--- config.mk ---
export PLATFORM = sky130hd
export DESIGN_NAME = pc_clk_gen
export DESIGN_NICKNAME = d
export VERILOG_FILES = /design/src/rtl/pc_clk_gen.sv
export SDC_FILE = /design/constraint.sdc
export NUM_CORES = 1
export LEC_CHECK = 0
export CAP_MARGIN = 20
export CORE_ASPECT_RATIO = 0.5
export CORE_MARGIN = 2
export CORE_UTILIZATION = 40
export CTS_CLUSTER_SIZE = 8
export DETAILED_ROUTE_END_ITERATION = 10
export PLACE_DENSITY = 0.68
export REMOVE_ABC_BUFFERS = 1
export SLEW_MARGIN = 20
export SYNTH_ARGS = -nofsm -noshare
export SYNTH_HDL_FRONTEND = slang
export SYNTH_SLANG_ARGS = --single-unit
--- constraint.sdc ---
create_clock -name clk_in -period 6.2 [get_ports clk_in]
set_input_delay 0.93 -clock clk_in [delete_from_list [all_inputs] [get_ports clk_in]]
set_output_delay 0.93 -clock clk_in [all_outputs]
set_load 0.01 [all_outputs]
--- src/rtl/pc_clk_gen.sv ---
// Programmable clock divider / phase generator driven entirely from clk_in.
// Produces a registered divided clock, rise/fall/last-cycle strobes and a period counter.
module pc_clk_gen #(
  parameter int CNT_W        = 4,
  parameter int DIV_DEFAULT  = 4,
  parameter int HIGH_DEFAULT = 2,
  parameter int PCNT_W       = 16
) (
  input  logic              clk_in,
  input  logic              rst,
  input  logic [CNT_W-1:0]  div_in,
  input  logic [CNT_W-1:0]  high_in,
  input  logic              hold,
  output logic              clk_out,
  output logic              tick_rise,
  output logic              tick_fall,
  output logic              last_cyc,
  output logic [CNT_W-1:0]  phase,
  output logic [PCNT_W-1:0] period_cnt
);

  // Reset defaults go through the same clamping as runtime loads.
  localparam int DIV_C  = (DIV_DEFAULT < 2) ? 2 : DIV_DEFAULT;
  localparam int HIGH_C = (HIGH_DEFAULT == 0) ? 1 :
                          (HIGH_DEFAULT >= DIV_C) ? DIV_C - 1 : HIGH_DEFAULT;
  localparam logic [CNT_W-1:0] DIV_RST  = CNT_W'(DIV_C);
  localparam logic [CNT_W-1:0] HIGH_RST = CNT_W'(HIGH_C);

  function automatic logic [CNT_W-1:0] clamp_div(input logic [CNT_W-1:0] d);
    if (d < CNT_W'(2)) return CNT_W'(2);
    return d;
  endfunction

  function automatic logic [CNT_W-1:0] clamp_hi(input logic [CNT_W-1:0] h,
                                                 input logic [CNT_W-1:0] d);
    if (h == '0)  return CNT_W'(1);
    if (h >= d)   return d - CNT_W'(1);
    return h;
  endfunction

  logic [CNT_W-1:0]  ctr_q, ctr_d;
  logic [CNT_W-1:0]  div_act_q, div_act_d;
  logic [CNT_W-1:0]  hi_act_q, hi_act_d;
  logic [PCNT_W-1:0] pcnt_q, pcnt_d;
  logic              clk_q, clk_d;
  logic              rise_q, rise_d;
  logic              fall_q, fall_d;
  logic              last_q, last_d;
  logic              wrap;

  assign wrap = (ctr_q == div_act_q - CNT_W'(1));

  always_comb begin
    ctr_d     = ctr_q;
    div_act_d = div_act_q;
    hi_act_d  = hi_act_q;
    pcnt_d    = pcnt_q;
    rise_d    = 1'b0;
    fall_d    = 1'b0;
    if (!hold) begin
      if (wrap) begin
        // New settings only ever take effect at a period boundary.
        ctr_d     = '0;
        div_act_d = clamp_div(div_in);
        hi_act_d  = clamp_hi(high_in, div_act_d);
        pcnt_d    = pcnt_q + PCNT_W'(1);
        rise_d    = 1'b1;
      end else begin
        ctr_d  = ctr_q + CNT_W'(1);
        fall_d = (ctr_d == hi_act_q);
      end
    end
    // Output flops are decoded from next-state so they change cleanly with ctr.
    clk_d  = (ctr_d < hi_act_d);
    last_d = (ctr_d == div_act_d - CNT_W'(1));
  end

  always_ff @(posedge clk_in) begin
    if (rst) begin
      ctr_q     <= '0;
      div_act_q <= DIV_RST;
      hi_act_q  <= HIGH_RST;
      pcnt_q    <= '0;
      clk_q     <= 1'b1;
      rise_q    <= 1'b0;
      fall_q    <= 1'b0;
      last_q    <= 1'b0;
    end else begin
      ctr_q     <= ctr_d;
      div_act_q <= div_act_d;
      hi_act_q  <= hi_act_d;
      pcnt_q    <= pcnt_d;
      clk_q     <= clk_d;
      rise_q    <= rise_d;
      fall_q    <= fall_d;
      last_q    <= last_d;
    end
  end

  assign clk_out    = clk_q;
  assign tick_rise  = rise_q;
  assign tick_fall  = fall_q;
  assign last_cyc   = last_q;
  assign phase      = ctr_q;
  assign period_cnt = pcnt_q;

endmodule

==> impl_metrics.csv <==
group,metric,value,unit
logic_synthesis,synth_xor_area_share,16.0,%
run,maxCapViolCount,0,
power_and_ir_drop,p_leak,0.948,nW
power_and_ir_drop,power_density,197,mW/mm2
setup_path,critPathArrivalTime,4.43,ns
setup_path,r2r-start,"div_act_q[0]$_SDFF_PP0_",
logic_synthesis,synth_top_family_by_area,"simple AND/OR/NAND/NOR gates",
placed_design,place_congestion,0.779,
logic_synthesis,synth_seq_area_share,33.7,%
power_and_ir_drop,seqPwrFrac,45.2,%
run_status,status,"complete, no violations",
floorplanning,die-area,0.00536,mm2
global_route,grt_max_degree,31,
global_route,grt_pass1_vias,1543,
logic_synthesis,ys_types,41,
setup_path,worstSetupStartpoint,"div_in[2]",
logic_synthesis,async_reset_ff_share,0,%
detailed_routing,first_iter_violations,89,
detailed_routing,ant_nets,0,
logic_synthesis,yosys.area_share.simple,24.3,%
power_and_ir_drop,sw_frac_of_total,24.0,%
detailed_routing,vias,1636,
timing,fin_tns_setup,0,ns
detailed_routing,wl_per_cell,12.7,um
placed_design,dpl_cell_area,0.00229,mm2
global_route,track_usage,17.1,%
logic_synthesis,synth_area,0.00190,mm2
final_layout,final_nets,277,
logic_synthesis,synth_cells,221,
hold_path,hold_class,"reg -> reg",
clocking,post_cts_buffers,0,
floorplanning,fp.dieH,52.8,um
power_and_ir_drop,intPower,0.359,mW
final_layout,design_area,0.00239,mm2
clocking,cts_tree,"done",
setup_path,r2r.worst_path.cells,11,
final_layout,fin_util,53.3,%
hold_path,hold-path-endpoint,"div_act_q[3]$_SDFF_PP0_",
placed_design,io_buffers,34,
clocking,numCtsBuffers,5,
detailed_routing,vias_per_cell,5.10,
timing,worst_slew_pin_slew,1.04,ns
setup_path,critical_path_class,"in -> reg",
setup_path,critPathRequiredTime,6.41,ns
floorplanning,rows,17,
logic_synthesis,avgSynthCellArea,8.61,um2
global_route,grt_pass1_wl,7090,um
timing,fin_crit_sh,68.0,%
hold_path,hp-start,"div_act_q[3]$_SDFF_PP0_",
clocking,cts_root_buf,"clkbuf_8",
global_route,gr-total-overflow,0,
final_layout,drive_above_1_share,4.71,%
setup_path,r2r_setup_slack,3.11,ns
logic_synthesis,synthFlopType,"dfxtp_1",
final_layout,num_antenna_cells,0,
power_and_ir_drop,max-vdd-ir-drop,0.0000820,V
power_and_ir_drop,p_switching,0.113,mW
placed_design,dp_hpwl,3040,um
detailed_routing,totalWireLength,4070,um
timing,final.min_clock_period,4.22,ns
logic_synthesis,yosysWarningCount,0,
logic_synthesis,synthAdderAreaFrac,7.89,%
final_layout,syn2layout_area_growth,25.8,%
setup_path,startpoint_type,"input port",
logic_synthesis,synth_edf_count,0,
floorplanning,start_util,42.4,%
power_and_ir_drop,total_power,0.472,mW
logic_synthesis,synth_compound_area_share,10.1,%
logic_synthesis,yosys_register_bits,32,
detailed_routing,drc_errors,0,
timing,slew_violations,0,
hold_path,whs_path_depth,2,
setup_path,end_kind,"flip-flop",
detailed_routing,first_pass_iters,4,
clocking,htree_levels,2,
timing,max-slew-margin-rel,30.4,%
floorplanning,io_pins,35,
clocking,ctsResizeCount,0,
clocking,cts.sinks,32,
clocking,path_clk_slew,0.07,ns
power_and_ir_drop,pwr-share-clk,41.5,%
power_and_ir_drop,pwr-share-comb,13.3,%
timing,hold_viol_final,0,
clocking,clk_latency,0.28,ns
final_layout,final_common_cell,"clkdlybuf4s50_1",
floorplanning,core_area,0.00449,mm2
timing,finalSetupViolCount,0,
clocking,cts_buffer_depth,2,
setup_path,worst_r2r_endpoint,"clk_out$_SDFF_PP1_",
floorplanning,fp.dieW,102,um
setup_path,crit_path_max_fanout,5,
timing,holdWs,0.498,ns
timing,rsz0062_at_grt,"no",
timing,max_freq,237,MHz
timing,skew,0.00536,ns
clocking,holdBufCountCts,0,
global_route,antenna_found_initial,0,
logic_synthesis,synth_mux_area_share,3.16,%
final_layout,layout_common_cells,"clkdlybuf4s50_1, nor2_1, dfxtp_1, xnor2_1, nand2_1",
registers in the layout (all words and copies together) (netlist names):
| register | count |
|---|---|
| tick_fall | 1 |
| div_act_q | 4 |
| tick_rise | 1 |
| clk_out | 1 |
| hi_act_q | 4 |
| last_cyc | 1 |
| period_cnt | 16 |
| phase | 4 |
cell families after synthesis:
logic type	Yosys count
xor gates and xnor gates	30
adders and majority gates	12
muxes	6
AOI/OAI and AO/OA	28
and+or+nand+nor	92
DFF	32
buffers and inverters	21
power by group through the flow:
| stage | clock network, mW | registers, mW | logic [mW] |
|---|---|---|---|
| after floorplan | 0 | 0.219 | 0.0358 |
| after global placement | 0 | 0.218 | 0.0614 |
| after detailed placement | 0 | 0.218 | 0.0631 |
| after CTS | 0.201 | 0.213 | 0.0635 |
| after global routing | 0.209 | 0.214 | 0.0702 |
| final | 0.196 | 0.213 | 0.0630 |
synthesized netlist by cell type, drive strengths merged, types with 2 or more instances:
master | number | share of area (%)
a21oi | 11 | 2.9
and2 | 2 | 0.66
and3 | 4 | 1.3
buf | 4 | 1.5
clkbuf | 5 | 0.99
dfxtp | 32 | 34
ha | 12 | 7.9
inv | 12 | 2.4
mux2i | 6 | 3.2
nand2 | 15 | 3.4
nand2b | 2 | 0.66
nand3 | 4 | 1.1
nand4 | 8 | 2.6
nor2 | 32 | 6.3
nor2b | 5 | 1.6
nor3 | 8 | 2.4
nor4 | 8 | 2.6
o211ai | 2 | 0.79
o22ai | 2 | 0.66
o31a | 2 | 0.92
o31ai | 2 | 0.79
or3 | 2 | 0.66
xnor2 | 15 | 6.9
xnor3 | 3 | 3.6
xor2 | 12 | 5.5
critical path: stages:
cell             delay, ns
clkdlybuf4s50_1       0.50
o31ai_1               0.58
inv_1                 0.10
ha_1                  0.28
nand2b_1              0.14
a2111oi_0             0.41
or3_1                 0.30
nor2b_1               0.09
o41a_1                0.33
ha_1                  0.20
a21oi_1               0.12
o31ai_1               0.09
a211o_1               0.24
a21oi_1               0.12
per-layer routing:
layer	global-route usage, %	part of all wire, %	vias to the layer above
li1	-	-	837
met1	22.0	49	763
met2	28.6	47	32
met3	4.13	3.5	4
met4	5.18	0.86	0
met5	0	0	-
area by class of cell:
class,instances,area [um2]
clock inverter,2,35.0
multi-input combinational,168,1170
clock buffer,6,72.6
inverter,12,45.0
sequential,32,641
fill,415,2090
tap,66,82.6
timing repair buffer,35,348
per-stage QoR:
step | setup slack, ns | cells
2_1_floorplan | 2.59 | 212
3_3_place_gp | 1.90 | 313
3_5_place_dp | 1.72 | 313
4_1_cts | 1.98 | 321
5_1_grt | 1.68 | 321
6_report | 1.98 | 321
how the worst max path moves through the flow:
stage / slack [ns] / depth (start not counted) / endpoint
final: 1.98 / 14 / clk_out$_SDFF_PP1_
after global routing: 1.68 / 14 / clk_out$_SDFF_PP1_
after global placement: 1.90 / 14 / clk_out$_SDFF_PP1_
after floorplan: 2.59 / 13 / clk_out$_SDFF_PP1_
after CTS: 1.98 / 14 / clk_out$_SDFF_PP1_
after detailed placement: 1.72 / 14 / clk_out$_SDFF_PP1_
Note: power is estimated with default switching activity, not from simulation.
